==> config.mk <==
export PLATFORM = sky130hd
export DESIGN_NAME = ddr_deser_flat
export DESIGN_NICKNAME = d
export VERILOG_FILES = /design/src/rtl/ddr_deser_pkg.sv /design/src/rtl/ddr_deser_if.sv /design/src/rtl/ddr_deser_oreg.sv /design/src/rtl/ddr_deser.sv /design/src/flat_wrapper.sv
export SDC_FILE = /design/constraint.sdc
export NUM_CORES = 1
export LEC_CHECK = 0
export CAP_MARGIN = 20
export CORE_ASPECT_RATIO = 1.4
export CORE_UTILIZATION = 30
export DETAILED_ROUTE_END_ITERATION = 10
export PLACE_DENSITY = 0.54
export SLEW_MARGIN = 20
export SYNTH_ARGS = -nofsm -noshare
export SYNTH_HDL_FRONTEND = slang
export SYNTH_SLANG_ARGS = --single-unit
==> constraint.sdc <==
create_clock -name clk_i -period 2.7 [get_ports clk_i]
set_clock_uncertainty 0.05 [all_clocks]
set_input_delay 0.54 -clock clk_i [delete_from_list [all_inputs] [get_ports clk_i]]
set_output_delay 0.54 -clock clk_i [all_outputs]
set_load 0.05 [all_outputs]
==> src/rtl/ddr_deser_pkg.sv <==
// Shared constants and elaboration helpers for the DDR pair deserializer.
package ddr_deser_pkg;

    // Bit order within a captured pair: the rising-edge bit arrived first.
    localparam int unsigned DDR_H = 0;
    localparam int unsigned DDR_L = 1;

    function automatic bit w_ok(int unsigned w);
        return (w % 2 == 0) && (w >= 4);
    endfunction

endpackage

==> src/rtl/ddr_deser_if.sv <==
// Pair input and valid/ready word output bundle of the DDR deserializer.
interface ddr_deser_if #(
    parameter int unsigned W = 24
);
    logic         en_i;
    logic [1:0]   ddr_i;
    logic         sync_i;
    logic [W-1:0] data_o;
    logic         valid_o;
    logic         ready_i;
    logic         locked_o;
    logic         sync_err_o;
    logic         ovf_o;

    modport master (
        output en_i, ddr_i, sync_i, ready_i,
        input  data_o, valid_o, locked_o, sync_err_o, ovf_o
    );

    modport slave (
        input  en_i, ddr_i, sync_i, ready_i,
        output data_o, valid_o, locked_o, sync_err_o, ovf_o
    );
endinterface

==> src/rtl/ddr_deser_oreg.sv <==
// Single-entry valid/ready output register; a word arriving while full and
// not being drained is dropped and flagged with a one-cycle overrun pulse.
module ddr_deser_oreg #(
    parameter int unsigned W = 24
) (
    input  logic         clk_i,
    input  logic         rst_n_i,
    input  logic         load_i,
    input  logic [W-1:0] data_i,
    input  logic         ready_i,
    output logic [W-1:0] data_o,
    output logic         valid_o,
    output logic         ovf_o
);

    logic [W-1:0] data_q, data_d;
    logic         valid_q, valid_d;
    logic         ovf_q, ovf_d;

    always_comb begin
        data_d  = data_q;
        valid_d = valid_q;
        ovf_d   = 1'b0;
        if (load_i) begin
            if (!valid_q || ready_i) begin
                data_d  = data_i;
                valid_d = 1'b1;
            end else begin
                ovf_d = 1'b1;
            end
        end else if (valid_q && ready_i) begin
            valid_d = 1'b0;
        end
    end

    always_ff @(posedge clk_i or negedge rst_n_i) begin
        if (!rst_n_i) begin
            data_q  <= '0;
            valid_q <= 1'b0;
            ovf_q   <= 1'b0;
        end else begin
            data_q  <= data_d;
            valid_q <= valid_d;
            ovf_q   <= ovf_d;
        end
    end

    assign data_o  = data_q;
    assign valid_o = valid_q;
    assign ovf_o   = ovf_q;

endmodule

==> src/rtl/ddr_deser.sv <==
// Assembles DDR bit pairs MSB-first into W-bit words aligned by a frame strobe,
// freewheeling between strobes and flagging strobes off the word boundary.
module ddr_deser
    import ddr_deser_pkg::*;
#(
    parameter int unsigned W = 24
) (
    input logic         clk_i,
    input logic         rst_n_i,
    ddr_deser_if.slave  bus
);

    localparam int unsigned CNT_W = $clog2(W / 2);
    localparam logic [CNT_W-1:0] LastCnt = CNT_W'(W / 2 - 1);

    if (!w_ok(W)) begin : g_bad_w
        $error("ddr_deser: W must be even and >= 4");
    end

    logic             locked_q, locked_d;
    logic [CNT_W-1:0] cnt_q, cnt_d;
    // Only the W-2 older bits are stored; the current pair completes the word.
    logic [W-3:0]     shift_q, shift_d;
    logic             sync_err_q, sync_err_d;
    logic [1:0]       pair;
    logic [W-1:0]     word;
    logic             complete;

    assign pair = {bus.ddr_i[DDR_H], bus.ddr_i[DDR_L]};
    assign word = {shift_q, pair};

    always_comb begin
        locked_d   = locked_q;
        cnt_d      = cnt_q;
        shift_d    = shift_q;
        sync_err_d = 1'b0;
        complete   = 1'b0;
        if (bus.en_i) begin
            // Older bits fall off the top before completion, so a fresh word
            // can always shift in without clearing first.
            shift_d = word[W-3:0];
            if (!locked_q) begin
                if (bus.sync_i) begin
                    locked_d = 1'b1;
                    cnt_d    = CNT_W'(1);
                end
            end else if (bus.sync_i && cnt_q != '0) begin
                sync_err_d = 1'b1;
                cnt_d      = CNT_W'(1);
            end else if (cnt_q == LastCnt) begin
                complete = 1'b1;
                cnt_d    = '0;
            end else begin
                cnt_d = cnt_q + CNT_W'(1);
            end
        end
    end

    always_ff @(posedge clk_i or negedge rst_n_i) begin
        if (!rst_n_i) begin
            locked_q   <= 1'b0;
            cnt_q      <= '0;
            shift_q    <= '0;
            sync_err_q <= 1'b0;
        end else begin
            locked_q   <= locked_d;
            cnt_q      <= cnt_d;
            shift_q    <= shift_d;
            sync_err_q <= sync_err_d;
        end
    end

    ddr_deser_oreg #(
        .W (W)
    ) u_oreg (
        .clk_i   (clk_i),
        .rst_n_i (rst_n_i),
        .load_i  (complete),
        .data_i  (word),
        .ready_i (bus.ready_i),
        .data_o  (bus.data_o),
        .valid_o (bus.valid_o),
        .ovf_o   (bus.ovf_o)
    );

    assign bus.locked_o   = locked_q;
    assign bus.sync_err_o = sync_err_q;

endmodule
==> src/flat_wrapper.sv <==
// flat-port wrapper written by rule: the top's interface ports become plain ports
module ddr_deser_flat import ddr_deser_pkg::*;
#(
    parameter int unsigned W = 24
)
  (clk_i, rst_n_i, bus_en_i, bus_ddr_i, bus_sync_i, bus_ready_i, bus_data_o, bus_valid_o, bus_locked_o, bus_sync_err_o, bus_ovf_o);
  ddr_deser_if #(.W(W)) bus_i ();
  input logic clk_i;
  input logic rst_n_i;
  input wire logic [$bits(bus_i.en_i)-1:0] bus_en_i;
  input wire logic [$bits(bus_i.ddr_i)-1:0] bus_ddr_i;
  input wire logic [$bits(bus_i.sync_i)-1:0] bus_sync_i;
  input wire logic [$bits(bus_i.ready_i)-1:0] bus_ready_i;
  output wire logic [$bits(bus_i.data_o)-1:0] bus_data_o;
  output wire logic [$bits(bus_i.valid_o)-1:0] bus_valid_o;
  output wire logic [$bits(bus_i.locked_o)-1:0] bus_locked_o;
  output wire logic [$bits(bus_i.sync_err_o)-1:0] bus_sync_err_o;
  output wire logic [$bits(bus_i.ovf_o)-1:0] bus_ovf_o;
  assign bus_i.en_i = bus_en_i;
  assign bus_i.ddr_i = bus_ddr_i;
  assign bus_i.sync_i = bus_sync_i;
  assign bus_i.ready_i = bus_ready_i;
  assign bus_data_o = bus_i.data_o;
  assign bus_valid_o = bus_i.valid_o;
  assign bus_locked_o = bus_i.locked_o;
  assign bus_sync_err_o = bus_i.sync_err_o;
  assign bus_ovf_o = bus_i.ovf_o;
  ddr_deser #(.W(W)) u_core (.clk_i(clk_i), .rst_n_i(rst_n_i), .bus(bus_i));
endmodule
==> metrics.txt, run 1 <==
status finished, final reports clean; post-CTS sizing 0; routed wl met3 229 um; grt total ovfl 0; largest net degree at the start of global routing 26; Power Density 932 mW/mm^2; top post-synthesis cells by area dfrtp_1 62%, mux2_4 14%, mux2_2 13%; WL met1 1.59 mm; main flop type after synthesis dfrtp_1; Mean Syn Cell Area 16.1 sq um; Max clock buf depth 2; Reg2Reg Depth 6; Avg WL per Cell 14.0 um; Syn Inst Count 136; first-pass GRT wire length 6.42 mm; Inst Count DP 263; crit-path max FO 24; RSZ-0062 raised after global routing no; total number of yosys warnings 0; DR iter-0 viols 34; FFs w/ async S/R, synth 1.00; mapped cell area 0.00219 sq mm; routed wire length 3.78 mm; clk slew on worst S/H paths 0.09 ns; Initial Util 0.312; Port Buf Inserts 34; final setup fails 0; DIE WIDTH 74.3 um; CTS sink cnt 54; Worst EP arrival 2.48 ns; total track usage 0.111; vias in the first global route 1267; Final WS setup 0.359 ns; Top Metal Used met4; synth-to-layout area growth 23.8%; flops & latches, synth 54; worst slack at placement 0.315 ns; total number of vias 1198; Max-slew headroom 0.609; Seq/Total Area, Yosys 0.616; drt pass-1 iters 4; fin area 0.00272 sq mm; Critical Path, Cell by Cell inv_1, ha_1, or3b_4, a21oi_4, nand3_4, mux2_4; startpoint type of the worst setup path flop; final layout net count 184; metal2 WL 1.90 mm; initial antenna violation count 0; Fillers 703; core region area 0.00703 sq mm; number of synthesized flops with an enable pin 0; Max-Cap Viols 0; highest clock rate 427 MHz; Netlist cell types 24; die area 0.00766 sq mm; share of the synthesized area in the top cell type 0.616; I/O Pins 35; hold_buf cts 0; CTS Buf Count 5; setup TNS 0 ns; Skew-Pair Late Insertion Delay 0.30 ns; Worst path max stage delay 0.46 ns; # rows 36; layout cell share with drive strength beyond 1 0.349; Worst Path Buf+Inv 1; clock tree from TritonCTS yes; period utilization 0.867; CP top delay family simple AND/OR/NAND/NOR gates; post-CTS setup buffer count 0; type of the worst setup path reg2reg; Layout Cells excl Fill 270; Hold Crit Class in2async; crit end category flop; hpwl dp 2.71 mm; syn_nets 145; Worst EP required 2.84 ns; Max stage delay cell, worst path mux2_4; Root Buffer clkbuf_8; Synth area leader dfrtp_1; routability cong. 0.775; H-tree depth 2; DRC Markers 0; Post-DP Area 0.00264 sq mm; via-per-instance ratio 4.44; Slew Limit Fails 0; final hold violation count 0; DIE HEIGHT 103 um; CP Depth 6; leak pwr 1.26 nW; Final min period 2.34 ns; worst slew pin tran 0.586 ns; peak supply drop 0.449 mV; Diodes inserted 0; DRT antenna net count 0
[per-stage QoR]
step	power [mW]	hold slack (ns)	utilization
detailed placement	2.14	0.443	0.375
global route	2.66	0.169	0.387
global placement	2.11	0.439	0.375
floorplan	1.82	0.194	-
CTS	2.57	0.148	0.387
finish	2.53	0.140	0.387
[state kept, by name (all words and copies together) (netlist names)]
name / cells
u_core.shift_q: 22
u_core.u_oreg.ovf_o: 1
u_core.u_oreg.data_o: 24
u_core.cnt_q: 4
u_core.u_oreg.valid_o: 1
u_core.bus.locked_o: 1
u_core.bus.sync_err_o: 1
[final cells by class]
class | instances | area, sq um | share of cell area
repair buffers | 37 | 358 | 0.132
multi-input cells | 74 | 797 | 0.293
inverters | 3 | 11.3 | 0.00415
well taps | 95 | 119 | 0.0438
clock buffers | 6 | 72.6 | 0.0267
flip-flops and latches | 54 | 1350 | 0.497
clock inverters | 1 | 7.51 | 0.00276
[worst paths after layout]
check	from	end	slack [ns]
max in group asynchronous	rst_n_i	u_core.shift_q[13]$_DFFE_PN0P_	1.84
worst max register to register	u_core.cnt_q[0]$_DFFE_PN0P_	u_core.u_oreg.data_o[6]$_DFFE_PN0P_	0.36
min in group clk_i	u_core.u_oreg.data_o[22]$_DFFE_PN0P_	u_core.u_oreg.data_o[22]$_DFFE_PN0P_	0.47
worst max-delay path	u_core.cnt_q[0]$_DFFE_PN0P_	u_core.u_oreg.data_o[6]$_DFFE_PN0P_	0.36
worst min register to register	u_core.u_oreg.data_o[22]$_DFFE_PN0P_	u_core.u_oreg.data_o[22]$_DFFE_PN0P_	0.47
worst min-delay path	rst_n_i	u_core.u_oreg.data_o[2]$_DFFE_PN0P_	0.14
[layout by cell type, fill, tap and decap left out, types with 2 or more instances in the layout]
cell type | synthesis | layout
nand2b_1 | 2 | 2
clkdlybuf4s50_1 | 0 | 33
inv_1 | 3 | 3
buf_4 | 0 | 3
clkbuf_8 | 0 | 5
mux2_2 | 26 | 26
dfrtp_1 | 54 | 54
ha_1 | 2 | 2
nand2_1 | 6 | 6
nor2_1 | 4 | 4
mux2_4 | 20 | 20
[Yosys cell counts (2+ instances only)]
cell type   n
nand2_1     6
buf_6       2
dfrtp_1    54
nor2_1      4
ha_1        2
nand2b_1    2
mux2_2     26
inv_1       3
clkbuf_1    3
mux2_4     20
[worst register-to-register path, stage by stage, from the launching register on]
cell     delay, ns
dfrtp_1       0.43
inv_1         0.08
ha_1          0.16
or3b_4        0.40
a21oi_4       0.23
nand3_4       0.40
mux2_4        0.48
[routing by layer]
layer | up-vias | global-route usage
met5 | - | 0
met4 | 0 | 0.0464
met3 | 5 | 0.0300
met2 | 35 | 0.185
met1 | 610 | 0.135
li1 | 548 | -
[where the power goes]
group	total, mW	internal (mW)	switching [mW]
clock	0.418	0.178	0.240
combinational	0.920	0.414	0.506
sequential	1.19	1.03	0.160
total	2.53	1.62	0.906
[cell families (layout without fill, tap and decap cells)]
kind of cell / after synthesis / after routing / synth area share
DFF: 54 / 54 / 0.616
muxes: 47 / 47 / 0.275
and+or+nand+nor: 19 / 19 / 0.0519
buffers and inverters: 8 / 47 / 0.0205
AOI/OAI and AO/OA: 5 / 5 / 0.0211
adders and majority gates: 2 / 2 / 0.0114
xor gates and xnor gates: 1 / 1 / 0.00399
Power figures use the tool's default switching activity.
==> inputs of run 2 (changes only) <==
- PLACE_DENSITY: 0.54 -> 0.56
- SLEW_MARGIN: 20 -> 15
- clock period: 2.7 -> 1.9 ns (I/O delays scaled with it)
==> run 2 against run 1 <==
The flow now finishes with violations (setup timing). Power is 49% higher. Sequential power is 41% higher. Cell count is 3.7% higher. Sequential share of layout area is 1.6 points lower. Via count is 1.9% higher. Core utilization is 1.3 points higher. Maximum frequency is 21% higher. Worst setup slack worse by 0.39 ns. Die area stayed put. Combinational power is 43% higher. Critical path type unchanged. Critical endpoint is now u_core.u_oreg.data_o[2]$_DFFE_PN0P_.
==> metrics.txt, run 2 (synthesized netlist as in run 1, its figures left out) <==
status finished with violations; failing checks setup timing; largest net degree at the start of global routing 55 (+110%); routability cong. 0.704 (-9.2%); routed wire length 3.77 mm (-0.24%); # rows 36 (unchanged); crit-path max FO 12 (-50%); Diodes inserted 0 (unchanged); Max clock buf depth 2 (unchanged); Hold Crit Class in2async; highest clock rate 519 MHz (+21%); first-pass GRT wire length 6.39 mm (-0.53%); CTS sink cnt 54 (unchanged); layout cell share with drive strength beyond 1 0.541 (+0.192); synth-to-layout area growth 27.9%; Root Buffer clkbuf_8; CP top delay family simple AND/OR/NAND/NOR gates; Slew Limit Fails 0 (unchanged); DIE WIDTH 74.3 um (unchanged); final layout net count 193 (+4.9%); Final min period 1.93 ns (-0.413 ns); Power Density 1340 mW/mm^2 (+44%); hold slack 0.00392 ns (-0.136 ns); CTS Buf Count 5 (unchanged); Max-Cap Viols 0 (unchanged); leak pwr 1.41 nW (+11%); core region area 0.00703 sq mm (unchanged); total number of vias 1221 (+1.9%); worst slew pin tran 0.496 ns (-0.0892 ns); DIE HEIGHT 103 um (unchanged); Critical Path, Cell by Cell inv_1, ha_2, or3b_4, a21oi_4, nand3_4, buf_12, mux2_4; Initial Util 0.312 (unchanged); hold_buf cts 0 (unchanged); final setup fails 20 (+20); period utilization 1.01 (+0.148); Max stage delay cell, worst path dfrtp_1; Worst path max stage delay 0.39 ns (-0.07 ns); die area 0.00766 sq mm (unchanged); Port Buf Inserts 34 (unchanged); DRT antenna net count 0 (unchanged); Skew-Pair Late Insertion Delay 0.30 ns (about the same); drt pass-1 iters 4 (unchanged); Final WS setup -0.0278 ns (-0.387 ns); DR iter-0 viols 32 (-5.9%); H-tree depth 2 (unchanged); Max-slew headroom 0.669 (+0.0598); hpwl dp 2.63 mm (-3.0%); via-per-instance ratio 4.36 (-1.7%); type of the worst setup path reg2reg; Worst Path Buf+Inv 2 (+1); clk slew on worst S/H paths 0.10 ns (about the same); grt total ovfl 0 (unchanged); clock tree from TritonCTS yes; max reg flops 24 (unchanged); peak supply drop 0.723 mV (+61%); most frequent cells in the layout 54 x dfrtp_1, 35 x buf_4, 26 x mux2_2; Fillers 692 (-1.6%); leading cell type in the layout, fill and taps excluded dfrtp_1; Avg WL per Cell 13.5 um (-3.8%); crit end category flop; Worst EP arrival 2.06 ns (-0.42 ns); RSZ-0062 raised after global routing yes; total track usage 0.112 (+0.000567); DRC Markers 0 (unchanged); vias in the first global route 1345 (+6.2%); Worst EP required 2.04 ns (-0.80 ns); I/O Pins 35 (unchanged); total power 3.76 mW (+49%); startpoint type of the worst setup path flop; initial antenna violation count 0 (unchanged); final hold violation count 0 (unchanged)
## run 2: report_power, final
part,switching (mW),internal [mW],total [mW]
logic,0.734,0.587,1.32
registers,0.216,1.47,1.68
clock network,0.363,0.392,0.754
total,1.31,2.45,3.76
## run 2: per-stage QoR
| step | util | instances | TNS [ns] | setup slack, ns | cell area (sq um) |
|---|---|---|---|---|---|
| 2_1_floorplan | - | 136 | -0.983 | -0.0492 | 2200 |
| 6_report | 0.399 | 280 | -0.256 | -0.0278 | 2810 |
| 4_1_cts | 0.397 | 279 | -0.389 | -0.0356 | 2790 |
| 5_1_grt | 0.399 | 280 | -2.14 | -0.107 | 2810 |
| 3_3_place_gp | 0.380 | 270 | 0 | 0.0126 | 2670 |
| 3_5_place_dp | 0.380 | 270 | -0.0786 | -0.0135 | 2670 |
## run 2: final cells by class
type | count | area (sq um) | share of cell area
clock inverters | 3 | 45.0 | 0.0161
well taps | 95 | 119 | 0.0424
multi-input cells | 74 | 800 | 0.285
repair buffers | 46 | 410 | 0.146
flip-flops and latches | 54 | 1350 | 0.482
inverters | 3 | 11.3 | 0.00401
clock buffers | 5 | 68.8 | 0.0245
## run 2: repair_timing
action,in CTS,in global routing
endpoints found under the setup margin,20,25
resized for setup,0,2
pin swaps,0,0
buffers inserted,1,1
## run 2: per-layer routing
metal | vias to the layer above | routed length, um | global-route usage
met3 | 5 | 192 | 0.0329
met5 | - | 0 | 0
met2 | 27 | 1950 | 0.192
met4 | 0 | 56 | 0.0392
li1 | 570 | - | -
met1 | 619 | 1560 | 0.131
## run 2: path summary, 6_finish.rpt
check	start	endpoint	slack, ns	depth (start not counted)
setup reg to reg	u_core.cnt_q[0]$_DFFE_PN0P_	u_core.u_oreg.data_o[2]$_DFFE_PN0P_	-0.03	7
max in group asynchronous	rst_n_i	u_core.u_oreg.data_o[3]$_DFFE_PN0P_	1.56	2
hold reg to reg	u_core.u_oreg.data_o[13]$_DFFE_PN0P_	u_core.u_oreg.data_o[13]$_DFFE_PN0P_	0.47	1
setup / recovery	u_core.cnt_q[0]$_DFFE_PN0P_	u_core.u_oreg.data_o[2]$_DFFE_PN0P_	-0.03	7
hold / removal	rst_n_i	u_core.u_oreg.data_o[8]$_DFFE_PN0P_	0.004	2
min in group clk_i	u_core.u_oreg.data_o[13]$_DFFE_PN0P_	u_core.u_oreg.data_o[13]$_DFFE_PN0P_	0.47	1
==> inputs of run 3 (changes only) <==
- ABC_AREA: not set -> 0
- RECOVER_POWER: not set -> 50
- SETUP_SLACK_MARGIN: not set -> 0.15
==> run 3 against run 2 <==
The flow still finishes with violations (setup timing). Maximum frequency is 0.26% lower. Count of clock-buffer cells in the layout stayed put. Die area stayed put. Worst setup slack worse by 0.0051 ns. Hold slack better by 0.38 ns. Non-clock buffer count is 1 higher. Design area is 1.1% lower. Core utilization is 0.43 points lower. Via count is 0.33% higher. Combinational power hardly changed. Critical path depth stayed put. Largest power group unchanged.
==> metrics.txt, run 3 (synthesized netlist as in run 1, its figures left out) <==
status finished with violations; failing checks setup timing; synth-to-layout area growth 26.5%; CTS Buf Count 5 (unchanged); layout cell share with drive strength beyond 1 0.538 (-0.00291); Slew Limit Fails 0 (unchanged); max reg flops 24 (unchanged); Internal 2.45 mW (about the same); clock tree from TritonCTS yes; largest net degree at the start of global routing 55 (unchanged); core region area 0.00703 sq mm (unchanged); most frequent cells in the layout 54 x dfrtp_1, 35 x buf_4, 26 x mux2_2; leading cell type in the layout, fill and taps excluded dfrtp_1; final hold violation count 0 (unchanged); Worst EP arrival 2.07 ns (about the same); Hold Crit Class in2async; Worst path max stage delay 0.39 ns (about the same); CTS sink cnt 54 (unchanged); Reg power frac 0.447 (about the same); Layout Cells excl Fill 281 (+0.36%); drt pass-1 iters 4 (unchanged); setup TNS -0.359 ns (-0.102 ns); DR iter-0 viols 31 (-3.1%); Avg WL per Cell 13.4 um (about the same); H-tree depth 2 (unchanged); Worst EP required 2.04 ns (about the same); Critical Path, Cell by Cell inv_1, ha_2, or3b_4, a21oi_4, nand3_4, buf_12, mux2_4; Max clock buf depth 2 (unchanged); period utilization 1.02 (+0.00268); type of the worst setup path reg2reg; leak pwr 1.38 nW (-1.5%); Skew-Pair Late Insertion Delay 0.30 ns (about the same); startpoint type of the worst setup path flop; DRT antenna net count 0 (unchanged); final layout net count 194 (+0.52%); switch share 0.350 (about the same); RSZ-0062 raised after global routing yes; hpwl dp 2.63 mm (unchanged); CP top delay family simple AND/OR/NAND/NOR gates; Power Density 1360 mW/mm^2 (+1.2%); Final min period 1.93 ns (+0.00509 ns); Port Buf Inserts 34 (unchanged); crit end category flop; crit-path max FO 12 (unchanged); final setup fails 20 (unchanged); total track usage 0.112 (unchanged); DIE HEIGHT 103 um (unchanged); grt total ovfl 0 (unchanged); Final WS setup -0.0329 ns (-0.00509 ns); Sw Pwr 1.31 mW (+0.14%); peak supply drop 0.723 mV (about the same); vias in the first global route 1345 (unchanged); die area 0.00766 sq mm (unchanged); clk slew on worst S/H paths 0.10 ns (about the same); Max stage delay cell, worst path dfrtp_1; # rows 36 (unchanged); Max-slew headroom 0.149 (-0.519); via-per-instance ratio 4.36 (about the same); routed wire length 3.78 mm (+0.32%); post-route core utilization 0.395 (-0.00427); DRC Markers 0 (unchanged); Root Buffer clkbuf_8; Max-Cap Viols 0 (unchanged); first-pass GRT wire length 6.39 mm (unchanged); total power 3.76 mW (about the same); routability cong. 0.704 (unchanged); Worst Path Buf+Inv 2 (unchanged); DIE WIDTH 74.3 um (unchanged); initial antenna violation count 0 (unchanged); total number of vias 1225 (+0.33%); I/O Pins 35 (unchanged); Initial Util 0.312 (unchanged); logic gate share of total power 0.352 (about the same); Diodes inserted 0 (unchanged); Inst Count DP 270 (unchanged); highest clock rate 517 MHz (-0.26%); worst slew pin tran 1.28 ns (+0.780 ns); clock power share 0.201 (about the same)
-- run 3: cell types whose count changed in the layout (fill, tap and decap cells not counted), sizes merged --
| cell | change |
|---|---|
| clkbuf | +3 |
| buf | -2 |
| dlygate4sd2 | +1 |
| dlymetal6s2s | -1 |
-- run 3: path summary, 6_finish.rpt --
kind,depth (start not counted),from,end,slack (ns)
max reg2reg,7,u_core.cnt_q[0]$_DFFE_PN0P_,u_core.u_oreg.data_o[2]$_DFFE_PN0P_,-0.03
min,2,rst_n_i,u_core.u_oreg.data_o[8]$_DFFE_PN0P_,0.38
min in group clk_i,1,u_core.u_oreg.data_o[13]$_DFFE_PN0P_,u_core.u_oreg.data_o[13]$_DFFE_PN0P_,0.47
max in group asynchronous,2,rst_n_i,u_core.u_oreg.data_o[3]$_DFFE_PN0P_,0.66
min reg2reg,1,u_core.u_oreg.data_o[13]$_DFFE_PN0P_,u_core.u_oreg.data_o[13]$_DFFE_PN0P_,0.47
max,7,u_core.cnt_q[0]$_DFFE_PN0P_,u_core.u_oreg.data_o[2]$_DFFE_PN0P_,-0.03
-- run 3: power groups by stage --
stage	clock [mW]	combinational (mW)	sequential [mW]
2_1_floorplan	0	0.466	2.13
3_3_place_gp	0	1.29	1.70
3_5_place_dp	0	1.32	1.71
4_1_cts	0.790	1.33	1.69
5_1_grt	0.828	1.41	1.73
6_report	0.755	1.32	1.68
-- run 3: layout make-up --
type                            count  area [sq um]
Timing Repair Buffer               47           380
Clock inverter                      3          45.0
Multi-Input combinational cell     74           800
Sequential cell                    54          1350
Clock buffer                        5          68.8
Tap cell                           95           119
Fill cell                         697          4250
Inverter                            3          11.3
-- run 3: layer usage --
layer,part of all wire,up-vias,GRT usage
met5,0,-,0
met4,0.015,0,0.0392
met3,0.051,5,0.0329
met2,0.52,27,0.192
met1,0.41,621,0.131
li1,-,572,-
-- run 3: what timing repair did --
item / 4_1_cts / 5_1_grt
endpoints found under the setup margin: 25 / 25
setup buffers: 1 / 2
gates resized for setup: 1 / 1
pin swaps: 0 / 1
hold buffers: 0 / 0
-- run 3: per-stage QoR --
step	setup WS, ns	hold WS, ns	cell area, sq um
floorplan	-0.0492	0.0344	2200
global placement	0.0126	0.344	2670
detailed placement	-0.0135	0.351	2670
CTS	-0.0356	0.0112	2790
global route	-0.100	0.489	2780
finish	-0.0329	0.381	2780
